**config.mk**
```make
export PLATFORM = sky130hd
export DESIGN_NAME = tag_stream_generator_flat
export DESIGN_NICKNAME = d
export VERILOG_FILES = /design/src/rtl/tag_gen_pkg.sv /design/src/rtl/tag_stream_generator_if.sv /design/src/rtl/tag_gen_wb_regs.sv /design/src/rtl/tag_stream_generator.sv /design/src/flat_wrapper.sv
export SDC_FILE = /design/constraint.sdc
export NUM_CORES = 1
export LEC_CHECK = 0
export BUFFER_PORTS_ARGS = -buffer_cell sky130_fd_sc_hd__buf_2
export CAP_MARGIN = 30
export CORE_MARGIN = 2
export CORE_UTILIZATION = 27
export CTS_CLUSTER_DIAMETER = 80
export CTS_CLUSTER_SIZE = 40
export DETAILED_ROUTE_END_ITERATION = 10
export PLACE_DENSITY = 0.53
export SETUP_SLACK_MARGIN = 0.2
export SLEW_MARGIN = 20
export SYNTH_ARGS = -nofsm -noshare
export SYNTH_HDL_FRONTEND = slang
export SYNTH_HIERARCHICAL = 1
export SYNTH_SLANG_ARGS = --single-unit
```
**constraint.sdc**
```tcl
create_clock -name clk -period 6.8 [get_ports clk]
set_input_delay 0.68 -clock clk [delete_from_list [all_inputs] [get_ports clk]]
set_output_delay 0.68 -clock clk [all_outputs]
set_load 0.03 [all_outputs]
```
**src/rtl/tag_gen_pkg.sv**
```systemverilog
// Shared constants, register map and types for the synthetic tag stream generator.
package tag_gen_pkg;

  localparam int unsigned WORD_WIDTH    = 4;
  localparam int unsigned TIME_WIDTH    = 64;
  localparam int unsigned CHANNEL_WIDTH = 6;
  localparam int unsigned WB_AW         = 8;
  localparam int unsigned WB_DW         = 32;

  localparam logic [WB_AW-1:0] ADDR_CTRL     = 8'h00;
  localparam logic [WB_AW-1:0] ADDR_PERIOD   = 8'h04;
  localparam logic [WB_AW-1:0] ADDR_CHANNELS = 8'h08;
  localparam logic [WB_AW-1:0] ADDR_BEATS    = 8'h0C;
  localparam logic [WB_AW-1:0] ADDR_KEEP     = 8'h10;
  localparam logic [WB_AW-1:0] ADDR_SENT     = 8'h14;
  localparam logic [WB_AW-1:0] ADDR_STATUS   = 8'h18;

  localparam int unsigned CTRL_ENABLE_BIT = 0;
  localparam int unsigned CTRL_CLEAR_BIT  = 1;
  localparam int unsigned CH_B_LSB        = 8;

  typedef enum logic [1:0] {
    ST_IDLE  = 2'd0,
    ST_RUN   = 2'd1,
    ST_DRAIN = 2'd2
  } state_e;

  typedef struct packed {
    logic [WB_DW-1:0]         period;
    logic [CHANNEL_WIDTH-1:0] ch_b;
    logic [CHANNEL_WIDTH-1:0] ch_a;
    logic [WB_DW-1:0]         beats;
    logic [WORD_WIDTH-1:0]    keep;
  } tag_cfg_t;

  // A programmed period of zero behaves as one picosecond.
  function automatic logic [TIME_WIDTH-1:0] eff_period(input logic [WB_DW-1:0] p);
    return (p == '0) ? TIME_WIDTH'(1) : TIME_WIDTH'(p);
  endfunction

endpackage

```
**src/rtl/tag_stream_generator_if.sv**
```systemverilog
// Tag AXI-stream and Wishbone classic bundles used by the tag stream generator.
interface tag_axis_if;
  import tag_gen_pkg::*;
  logic                                m_tvalid;
  logic                                m_tready;
  logic [WORD_WIDTH-1:0]               m_tkeep;
  logic [TIME_WIDTH*WORD_WIDTH-1:0]    m_tagtime;
  logic [CHANNEL_WIDTH*WORD_WIDTH-1:0] m_channel;
  logic [TIME_WIDTH-1:0]               m_lowest_time_bound;

  modport master (output m_tvalid, m_tkeep, m_tagtime, m_channel, m_lowest_time_bound,
                  input  m_tready);
  modport slave  (input  m_tvalid, m_tkeep, m_tagtime, m_channel, m_lowest_time_bound,
                  output m_tready);
endinterface

interface tag_wb_if;
  import tag_gen_pkg::*;
  logic             wb_cyc;
  logic             wb_stb;
  logic             wb_we;
  logic [WB_AW-1:0] wb_adr;
  logic [WB_DW-1:0] wb_dat_i;
  logic [WB_DW-1:0] wb_dat_o;
  logic             wb_ack;

  modport master (output wb_cyc, wb_stb, wb_we, wb_adr, wb_dat_i, input wb_dat_o, wb_ack);
  modport slave  (input  wb_cyc, wb_stb, wb_we, wb_adr, wb_dat_i, output wb_dat_o, wb_ack);
endinterface

```
**src/rtl/tag_gen_wb_regs.sv**
```systemverilog
// Wishbone register block: live configuration, start/stop pulses, SENT counter and readback.
module tag_gen_wb_regs
  import tag_gen_pkg::*;
(
  input  logic     clk,
  input  logic     rst,
  tag_wb_if.slave  wb,
  input  logic     busy,
  input  logic     accept,
  output tag_cfg_t cfg,
  output logic     start_pulse,
  output logic     stop_pulse
);

  logic             ack_q, ack_d;
  logic [WB_DW-1:0] dat_q, dat_d;
  tag_cfg_t         cfg_q, cfg_d;
  logic             en_q, en_d;
  logic             start_q, start_d;
  logic             stop_q, stop_d;
  logic [WB_DW-1:0] sent_q, sent_d;
  logic             req_c, wr_c, rd_c;
  logic [WB_DW-1:0] rd_data_c;

  always_comb begin : rd_mux
    req_c     = wb.wb_cyc & wb.wb_stb & ~ack_q;
    wr_c      = req_c & wb.wb_we;
    rd_c      = req_c & ~wb.wb_we;
    rd_data_c = '0;
    case (wb.wb_adr)
      ADDR_CTRL:     rd_data_c[CTRL_ENABLE_BIT] = en_q;
      ADDR_PERIOD:   rd_data_c = cfg_q.period;
      ADDR_CHANNELS: begin
        rd_data_c[CHANNEL_WIDTH-1:0]         = cfg_q.ch_a;
        rd_data_c[CH_B_LSB +: CHANNEL_WIDTH] = cfg_q.ch_b;
      end
      ADDR_BEATS:    rd_data_c = cfg_q.beats;
      ADDR_KEEP:     rd_data_c[WORD_WIDTH-1:0] = cfg_q.keep;
      ADDR_SENT:     rd_data_c = sent_q;
      ADDR_STATUS:   rd_data_c[0] = busy;
      default:       rd_data_c = '0;
    endcase
  end

  // Clear wins over a coincident accept; the counter sticks at all-ones.
  always_comb begin : reg_next
    ack_d   = req_c;
    dat_d   = rd_c ? rd_data_c : '0;
    cfg_d   = cfg_q;
    en_d    = en_q;
    start_d = 1'b0;
    stop_d  = 1'b0;
    sent_d  = sent_q;
    if (accept && (sent_q != '1)) sent_d = sent_q + 32'd1;
    if (wr_c) begin
      case (wb.wb_adr)
        ADDR_CTRL: begin
          en_d    = wb.wb_dat_i[CTRL_ENABLE_BIT];
          start_d = wb.wb_dat_i[CTRL_ENABLE_BIT];
          stop_d  = ~wb.wb_dat_i[CTRL_ENABLE_BIT];
          if (wb.wb_dat_i[CTRL_CLEAR_BIT]) sent_d = '0;
        end
        ADDR_PERIOD:   cfg_d.period = wb.wb_dat_i;
        ADDR_CHANNELS: begin
          cfg_d.ch_a = wb.wb_dat_i[CHANNEL_WIDTH-1:0];
          cfg_d.ch_b = wb.wb_dat_i[CH_B_LSB +: CHANNEL_WIDTH];
        end
        ADDR_BEATS:    cfg_d.beats = wb.wb_dat_i;
        ADDR_KEEP:     cfg_d.keep  = wb.wb_dat_i[WORD_WIDTH-1:0];
        default:       ;
      endcase
    end
  end

  always_ff @(posedge clk or negedge rst) begin
    if (!rst) begin
      ack_q   <= 1'b0;
      dat_q   <= '0;
      cfg_q   <= '0;
      en_q    <= 1'b0;
      start_q <= 1'b0;
      stop_q  <= 1'b0;
      sent_q  <= '0;
    end else begin
      ack_q   <= ack_d;
      dat_q   <= dat_d;
      cfg_q   <= cfg_d;
      en_q    <= en_d;
      start_q <= start_d;
      stop_q  <= stop_d;
      sent_q  <= sent_d;
    end
  end

  assign wb.wb_ack    = ack_q;
  assign wb.wb_dat_o  = dat_q;
  assign cfg          = cfg_q;
  assign start_pulse  = start_q;
  assign stop_pulse   = stop_q;

endmodule

```
**src/rtl/tag_stream_generator.sv**
```systemverilog
// Synthetic time-tag source: shadow config, run/drain FSM and registered tag beat datapath.
module tag_stream_generator
  import tag_gen_pkg::*;
(
  input  logic       clk,
  input  logic       rst,
  tag_axis_if.master m_axis,
  tag_wb_if.slave    wb
);

  tag_cfg_t                            cfg, sh_q, sh_d, use_c;
  logic                                start_pulse, stop_pulse;
  state_e                              state_q, state_d;
  logic [TIME_WIDTH-1:0]               t_q, t_d, step_c;
  logic [WB_DW-1:0]                    cnt_q, cnt_d, gidx_c;
  logic                                tvalid_q, tvalid_d;
  logic [WORD_WIDTH-1:0]               tkeep_q, tkeep_d;
  logic [TIME_WIDTH*WORD_WIDTH-1:0]    tagtime_q, tagtime_d;
  logic [CHANNEL_WIDTH*WORD_WIDTH-1:0] channel_q, channel_d;
  logic [TIME_WIDTH-1:0]               bound_q, bound_d;
  logic                                accept_c, last_c, present_c;

  assign accept_c = tvalid_q & m_axis.m_tready;
  assign last_c   = (sh_q.beats != '0) && (32'(cnt_q + 32'd1) == sh_q.beats);

  tag_gen_wb_regs u_regs (
    .clk         (clk),
    .rst         (rst),
    .wb          (wb),
    .busy        (state_q != ST_IDLE),
    .accept      (accept_c),
    .cfg         (cfg),
    .start_pulse (start_pulse),
    .stop_pulse  (stop_pulse)
  );

  always_ff @(posedge clk or negedge rst) begin
    if (!rst) state_q <= ST_IDLE;
    else      state_q <= state_d;
  end

  always_comb begin : fsm_next
    state_d = state_q;
    case (state_q)
      ST_IDLE:  if (start_pulse) state_d = ST_RUN;
      ST_RUN: begin
        if (accept_c && last_c)  state_d = ST_IDLE;
        else if (stop_pulse)     state_d = accept_c ? ST_IDLE : ST_DRAIN;
      end
      ST_DRAIN: if (accept_c) state_d = ST_IDLE;
      default:  state_d = ST_IDLE;
    endcase
  end

  // Next beat is built ahead of time so every stream output leaves a flop.
  always_comb begin : fsm_out
    sh_d      = sh_q;
    t_d       = t_q;
    cnt_d     = cnt_q;
    tvalid_d  = tvalid_q;
    tkeep_d   = tkeep_q;
    tagtime_d = tagtime_q;
    channel_d = channel_q;
    bound_d   = bound_q;
    use_c     = sh_q;
    present_c = 1'b0;
    step_c    = '0;
    gidx_c    = '0;
    if ((state_q == ST_IDLE) && start_pulse) begin
      sh_d      = cfg;
      use_c     = cfg;
      t_d       = '0;
      cnt_d     = '0;
      present_c = 1'b1;
    end else if (accept_c) begin
      t_d       = t_q + TIME_WIDTH'(WORD_WIDTH) * eff_period(sh_q.period);
      cnt_d     = cnt_q + 32'd1;
      tvalid_d  = 1'b0;
      present_c = (state_d == ST_RUN);
    end
    if (present_c) begin
      step_c   = eff_period(use_c.period);
      tvalid_d = 1'b1;
      tkeep_d  = use_c.keep;
      bound_d  = t_d;
      for (int unsigned i = 0; i < WORD_WIDTH; i++) begin
        tagtime_d[i*TIME_WIDTH +: TIME_WIDTH] = t_d + TIME_WIDTH'(i) * step_c;
        gidx_c = cnt_d * 32'(WORD_WIDTH) + 32'(i);
        channel_d[i*CHANNEL_WIDTH +: CHANNEL_WIDTH] = gidx_c[0] ? use_c.ch_b : use_c.ch_a;
      end
    end
  end

  always_ff @(posedge clk or negedge rst) begin
    if (!rst) begin
      sh_q      <= '0;
      t_q       <= '0;
      cnt_q     <= '0;
      tvalid_q  <= 1'b0;
      tkeep_q   <= '0;
      tagtime_q <= '0;
      channel_q <= '0;
      bound_q   <= '0;
    end else begin
      sh_q      <= sh_d;
      t_q       <= t_d;
      cnt_q     <= cnt_d;
      tvalid_q  <= tvalid_d;
      tkeep_q   <= tkeep_d;
      tagtime_q <= tagtime_d;
      channel_q <= channel_d;
      bound_q   <= bound_d;
    end
  end

  assign m_axis.m_tvalid            = tvalid_q;
  assign m_axis.m_tkeep             = tkeep_q;
  assign m_axis.m_tagtime           = tagtime_q;
  assign m_axis.m_channel           = channel_q;
  assign m_axis.m_lowest_time_bound = bound_q;

endmodule

```
**src/flat_wrapper.sv**
```systemverilog
// flat-port wrapper written by rule: the top's interface ports become plain ports
module tag_stream_generator_flat import tag_gen_pkg::*;
  (clk, rst, m_axis_m_tvalid, m_axis_m_tkeep, m_axis_m_tagtime, m_axis_m_channel, m_axis_m_lowest_time_bound, m_axis_m_tready, wb_wb_cyc, wb_wb_stb, wb_wb_we, wb_wb_adr, wb_wb_dat_i, wb_wb_dat_o, wb_wb_ack);
  tag_axis_if m_axis_i ();
  tag_wb_if wb_i ();
  input  logic clk;
  input  logic rst;
  output wire logic [$bits(m_axis_i.m_tvalid)-1:0] m_axis_m_tvalid;
  output wire logic [$bits(m_axis_i.m_tkeep)-1:0] m_axis_m_tkeep;
  output wire logic [$bits(m_axis_i.m_tagtime)-1:0] m_axis_m_tagtime;
  output wire logic [$bits(m_axis_i.m_channel)-1:0] m_axis_m_channel;
  output wire logic [$bits(m_axis_i.m_lowest_time_bound)-1:0] m_axis_m_lowest_time_bound;
  input wire logic [$bits(m_axis_i.m_tready)-1:0] m_axis_m_tready;
  input wire logic [$bits(wb_i.wb_cyc)-1:0] wb_wb_cyc;
  input wire logic [$bits(wb_i.wb_stb)-1:0] wb_wb_stb;
  input wire logic [$bits(wb_i.wb_we)-1:0] wb_wb_we;
  input wire logic [$bits(wb_i.wb_adr)-1:0] wb_wb_adr;
  input wire logic [$bits(wb_i.wb_dat_i)-1:0] wb_wb_dat_i;
  output wire logic [$bits(wb_i.wb_dat_o)-1:0] wb_wb_dat_o;
  output wire logic [$bits(wb_i.wb_ack)-1:0] wb_wb_ack;
  assign m_axis_m_tvalid = m_axis_i.m_tvalid;
  assign m_axis_m_tkeep = m_axis_i.m_tkeep;
  assign m_axis_m_tagtime = m_axis_i.m_tagtime;
  assign m_axis_m_channel = m_axis_i.m_channel;
  assign m_axis_m_lowest_time_bound = m_axis_i.m_lowest_time_bound;
  assign m_axis_i.m_tready = m_axis_m_tready;
  assign wb_i.wb_cyc = wb_wb_cyc;
  assign wb_i.wb_stb = wb_wb_stb;
  assign wb_i.wb_we = wb_wb_we;
  assign wb_i.wb_adr = wb_wb_adr;
  assign wb_i.wb_dat_i = wb_wb_dat_i;
  assign wb_wb_dat_o = wb_i.wb_dat_o;
  assign wb_wb_ack = wb_i.wb_ack;
  tag_stream_generator u_core (.clk(clk), .rst(rst), .m_axis(m_axis_i), .wb(wb_i));
endmodule
```
== Word-level counts from Yosys, hierarchy flattened ==
Cells that the tools add are included.
Operators by class
  shifts and indexed selects: 0
  add/sub/neg operators: 9
  muxes and demuxes: 36
  order comparisons: 0
  $mul: 1
  reductions and logical operators: 18
  divide/modulo/power cells: 0
  eq/ne operators: 12
  bitwise operators: 8
Operators by type and width (number)
  $mux 32: 9
  $add 64x64->64: 4
  $mux 64: 2
  $mux 80: 1
  $add 32x1->32 const B: 2
  $logic_not 32->1: 2
  $mul 2x64->64 const A: 1
  $pmux 18 s3: 1
  $eq 32x32->1: 1
  $ne 32x32->1 const B: 1
  $reduce_bool 32->1: 1
  $eq 8x5->1 const B: 3
  $pmux 6 s4: 1
  $mux 6: 3
  $eq 8x4->1 const B: 2
  $pmux 3 s5: 1
  $pmux 2 s3: 2
  $reduce_and 2->1: 6
  $mux 2: 5
  $mux 1: 9
  $eq 8x3->1 const B: 1
  $logic_not 8->1: 1
  $pmux 2 s4: 1
  $pmux 1 s7: 1
  other kinds (9): 23
Word-level totals
  memory bits (read-only): 0
  bits of input ports: 46
  flip-flop bits (word level): 675
  output and inout port bits: 382
  memory bits (writable): 0
  memories: 0
  bits in latches: 0

== Depth between registers and ports, before layout ==
  word-level depth: 11
  depth in mapped cells: 30
  gate-level depth less buffers: 30

== Modules after synthesis ==
Netlist, hierarchy kept.
Modules (own cells, without submodules)
  tag_stream_generator: area each 28469.8 um^2, instances 1, cells an instance 3233
  tag_gen_wb_regs: area each 6510.0 um^2, instances 1, cells an instance 540

== Worst setup path after synthesis ==
OpenSTA, ideal clock, no wires.
  kind: flip-flop to flip-flop
  start point: reg u_core.state_q[1]
  end point: reg u_core.tagtime_q[255], in the netlist u_core/m_axis.m_tagtime[255]
  library setup time: 0.123 ns
  arrival: 6.449 ns
  setup slack: 0.228 ns
  stages on the path, launching flop included: 29
  required time: 6.677 ns
  path through: dfrtp_1 nor2_1 and2_0 buf_1 clkbuf_1 clkbuf_1 mux2i_1 inv_1 nor4_1 and4_1 a21o_1 inv_1 fa_1 inv_1 ha_1 inv_1 fa_1 nand2b_1 a211oi_1 nor4_1 o21ai_1 a31oi_1 o21ai_1 a31oi_1 or2_2 clkbuf_1 nor4_1 xnor2_1 o21ai_1
Between the ends
  cells in the longest elaborated chain, start to end: 7
  elaborated cells between the ends (all ways): 18
Ends and longest elaborated chain
  start, declared: line tag_stream_generator.sv:13  | state_e state_q, state_d;
  start signal, assigned: line tag_stream_generator.sv:39  | else state_q <= state_d;
  $logic_not 2->1: line tag_stream_generator.sv:44, tag_stream_generator.sv:69
  $logic_and 1x1->1: line tag_stream_generator.sv:69  | if ((state_q == ST_IDLE) && start_pulse) begin
  $mux 80
  $logic_not 32->1: line tag_gen_pkg.sv:38  | return (p == '0) ? TIME_WIDTH'(1) : TIME_WIDTH'(p);
  $mux 32: line tag_gen_pkg.sv:38
  $mul 2x64->64: line tag_stream_generator.sv:87  | tagtime_d[i*TIME_WIDTH +: TIME_WIDTH] = t_d + TIME_WIDTH'(i) * step_c;
  $add 64x64->64: line tag_stream_generator.sv:87
  end signal, assigned: line tag_stream_generator.sv:110  | tagtime_q <= tagtime_d;
  end, declared: line tag_stream_generator.sv:18  | logic [TIME_WIDTH*WORD_WIDTH-1:0] tagtime_q, tagtime_d;
Parallel ways exist; a longest one is shown, timed or not.
A chain may end at the register's enable or synchronous reset.

== Final worst setup path ==
  start point: reg u_core/sh_q[72] (netlist name)
  end point: reg u_core.tagtime_q[244], in the netlist u_core/m_axis.m_tagtime[244]
Between the ends
  cells in the longest elaborated chain, start to end: 6
  elaborated cells between the ends (all ways): 10
Ends and longest elaborated chain
  start, declared: line tag_stream_generator.sv:11  | tag_cfg_t cfg, sh_q, sh_d, use_c;
  start signal, assigned: line tag_stream_generator.sv:96  | sh_q <= '0;
  start signal, assigned: line tag_stream_generator.sv:105  | sh_q <= sh_d;
  $logic_not 32->1: line tag_gen_pkg.sv:38
  $mux 32: line tag_gen_pkg.sv:38
  $add 64x64->64: line tag_stream_generator.sv:76  | t_d = t_q + TIME_WIDTH'(WORD_WIDTH) * eff_period(sh_q.period);
  $mux 64: line tag_stream_generator.sv:75  | end else if (accept_c) begin
  $mux 64: line tag_stream_generator.sv:69
  net u_core.t_d[15]: line tag_stream_generator.sv:14  | logic [TIME_WIDTH-1:0] t_q, t_d, step_c;
  $add 64x64->64: line tag_stream_generator.sv:87
The timed path passes the listed nets, and every way through them passes these cells.

==> reports/results.ini <==
[floorplanning]
num_rows=132
dieWidth_um=364
die_h_um=364
initial_core_util=0.271
ios=428
die_area_um2=132000
coreArea_um2=129000

[cts]
tritoncts=yes
cts_num_sinks=597
cts_buffers=46
cts_hold_buf=0
cts_root_buf=clkbuf_16
clk_pin_slew_ps=100
cts_buffer_depth=3
clock_latency_ps=670
cts_max_level=2

[routing]
drtIter0Drc=2221
via_count=29168
firstDrtPassIters=8
detail-route-antenna-nets=0
wl_per_cell_um=20.6
totalWireLength_um=122000
vias_per_cell=4.93
drcViolationCount=0

[pwr]
power.leakage_nw=19.9
p_sw_mw=1.96
power.density_nw_per_um2=172
power_switching_share=0.277
power_mw=7.07
power_frac_comb=0.032
pwr-share-clk=0.461
seqPwrFrac=0.507
intPower_mw=5.11
max-vdd-ir-drop_mv=0.161

[global_routing]
first_global_vias=28108
gr-max-usage-layer=met2
grt_max_degree=122
use_met1=0.240
use_met3=0.0291
antenna_found_initial=26
overflow=0
grtUsageMet2=0.304
grt_usage=0.180
grt_pass1_wl_um=182000

[logic_synthesis]
synthesis.area_um2=35000
synth_nets=3985
synthCells=3773
synth.top_cell.area_share=0.427
synth-seq-area-share=0.427
async_flop_share=1.00
avgSynthCellArea_um2=9.27
yosysTopAreaCell=dfrtp_1
ys_warn_count=6
synth_edf_count=0
ys_seq_elements=597
ys.flop_type=dfrtp_1
synthTopCellsByArea=dfrtp_1, nand2_1, xnor2_1
post_synth_num_cell_types=99

[timing]
timing.hold.ws_ps=123
slew_headroom=0.297
min_period_ps=6260
skew_ps=51.0
drv_slew=0
timing.final.crit_share=0.921
fin_ws_ps=536
rsz0062_at_grt=yes
finalSetupViolCount=0
hold_viol_final=0
tightest_slew_ps=1050
tns_ps=0
fmax_mhz=160

[finish]
fin_area_um2=41200
finalNetCount=4340
nFillCells=13469
mostFrequentLayoutCells=nand2_1, dfrtp_1, buf_2
final_common_cell=nand2_1
drive_gt1_frac=0.217
area_delta_synth_final_pct=17.8

[setup_path]
r2r_cells=30
max_stage_delay_ps=550
r2r-end=u_core/m_axis.m_tagtime[244]
critPathRequiredTime_ps=7350
rr_startpoint=u_core/sh_q[72]
cp-start-kind=flip-flop
cp-end-kind=flip-flop
reg2reg_setup_slack_ps=540
cp.arrival_ps=6810
cp_slowest_cell=fa_1
path_class=reg -> reg
worstPathMaxFanout=5

[place]
placed_cell_area_um2=39100
pre_cts_ws_ps=51.3
globalplace.congestion=0.908
hpwl_um=94100
io_buffers=427

[run]
maxCapViolCount=0

[run_status]
status=completed

[min_path]
min-delay-path-class=in -> async

-- cell families (layout without fill, tap and decap cells) --
kind of cell / Yosys count / in the layout / share of synthesized area
other: 0 / 3 / 0
flip-flops: 597 / 597 / 0.427
AO/OA/AOI/OAI: 826 / 826 / 0.145
adder cells (fa/ha/maj): 166 / 166 / 0.0669
multiplexers: 172 / 172 / 0.0549
XOR/XNOR: 273 / 273 / 0.0684
buffers and inverters: 389 / 782 / 0.0545
AND/OR/NAND/NOR: 1350 / 1350 / 0.183
-- sequential cells by signal, summed over array words and instances (netlist names), 4 cells and up --
name,cells
u_core/m_axis.m_tkeep,4
u_core/u_regs/sent_q,32
u_core/sh_q,80
u_core/u_regs/wb.wb_dat_o,32
u_core/t_q,64
u_core/u_regs/cfg,80
u_core/m_axis.m_channel,12
u_core/cnt_q,32
u_core/m_axis.m_tagtime,254
-- routing by layer --
layer | vias to the layer above | wire (um)
met3 | 143 | 7000
li1 | 13905 | -
met1 | 14312 | 53700
met4 | 16 | 2870
met2 | 792 | 58100
met5 | - | 103
-- synthesized netlist by cell type, types with 27 or more instances --
cell type,n
nand2_1,666
dfrtp_1,597
o21ai_0,247
a21oi_1,217
nor2_1,197
xnor2_1,194
ha_1,131
mux2_2,130
clkbuf_1,117
inv_1,109
buf_4,96
xor2_1,79
nor4_1,73
nand3_1,68
a21o_1,60
o21ai_1,60
nand4_1,54
nor3_1,52
buf_2,45
or3_1,39
and3_1,35
fa_1,35
a222oi_1,28
a211oi_1,27
nand2b_1,27
-- stage by stage --
stage,cells,util
floorplan,3773,-
global placement,5818,0.303
detailed placement,5820,0.303
CTS,5906,0.318
global route,5908,0.319
finish,5911,0.320
-- layout make-up --
cell class,instances,area [um^2],share of cell area
multi-input combinational,2787,18400,0.447
sequential,597,14900,0.362
timing repair buffer,584,3450,0.0837
tap,1742,2180,0.0529
clock buffer,52,1210,0.0295
clock inverter,34,593,0.0144
inverter,112,420,0.0102
antenna,3,7.51,0.000182
-- power groups by stage --
stage | clock network (mW) | logic [mW] | registers, mW
final | 3.26 | 0.227 | 3.58
after CTS | 3.39 | 0.234 | 3.58
after global placement | 0 | 0.230 | 3.65
after detailed placement | 0 | 0.233 | 3.65
after global routing | 3.51 | 0.258 | 3.59
after floorplan | 0 | 0.0822 | 3.65
-- worst max-delay path: cells and delay by family, from the launching register on --
kind / cells / cell delay, ps
buffers and inverters: 4 / 520
AOI/OAI and AO/OA: 12 / 1980
DFF: 1 / 420
and+or+nand+nor: 9 / 1770
adders and majority gates: 3 / 1140
xor gates and xnor gates: 2 / 330
-- worst max path at each step --
| stage | startpoint | to | slack, ps | cells past startpoint |
|---|---|---|---|---|
| after floorplan | u_core/state_q[1] | u_core/m_axis.m_tagtime[255] | 230 | 28 |
| after global placement | u_core/sh_q[72] | u_core/m_axis.m_tagtime[229] | 80 | 28 |
| after detailed placement | u_core/sh_q[73] | u_core/m_axis.m_tagtime[229] | 50 | 27 |
| after CTS | u_core/sh_q[72] | u_core/m_axis.m_tagtime[101] | 210 | 31 |
| after global routing | u_core/sh_q[72] | u_core/m_axis.m_tagtime[105] | 100 | 31 |
| final | u_core/sh_q[72] | u_core/m_axis.m_tagtime[244] | 540 | 30 |
-- repair_timing --
action,4_1_cts,5_1_grt
pin swaps,0,8
gates resized for setup,7,48
endpoints found under the setup margin,39,91
buffers inserted,0,2
Power figures use the tool's default switching activity.
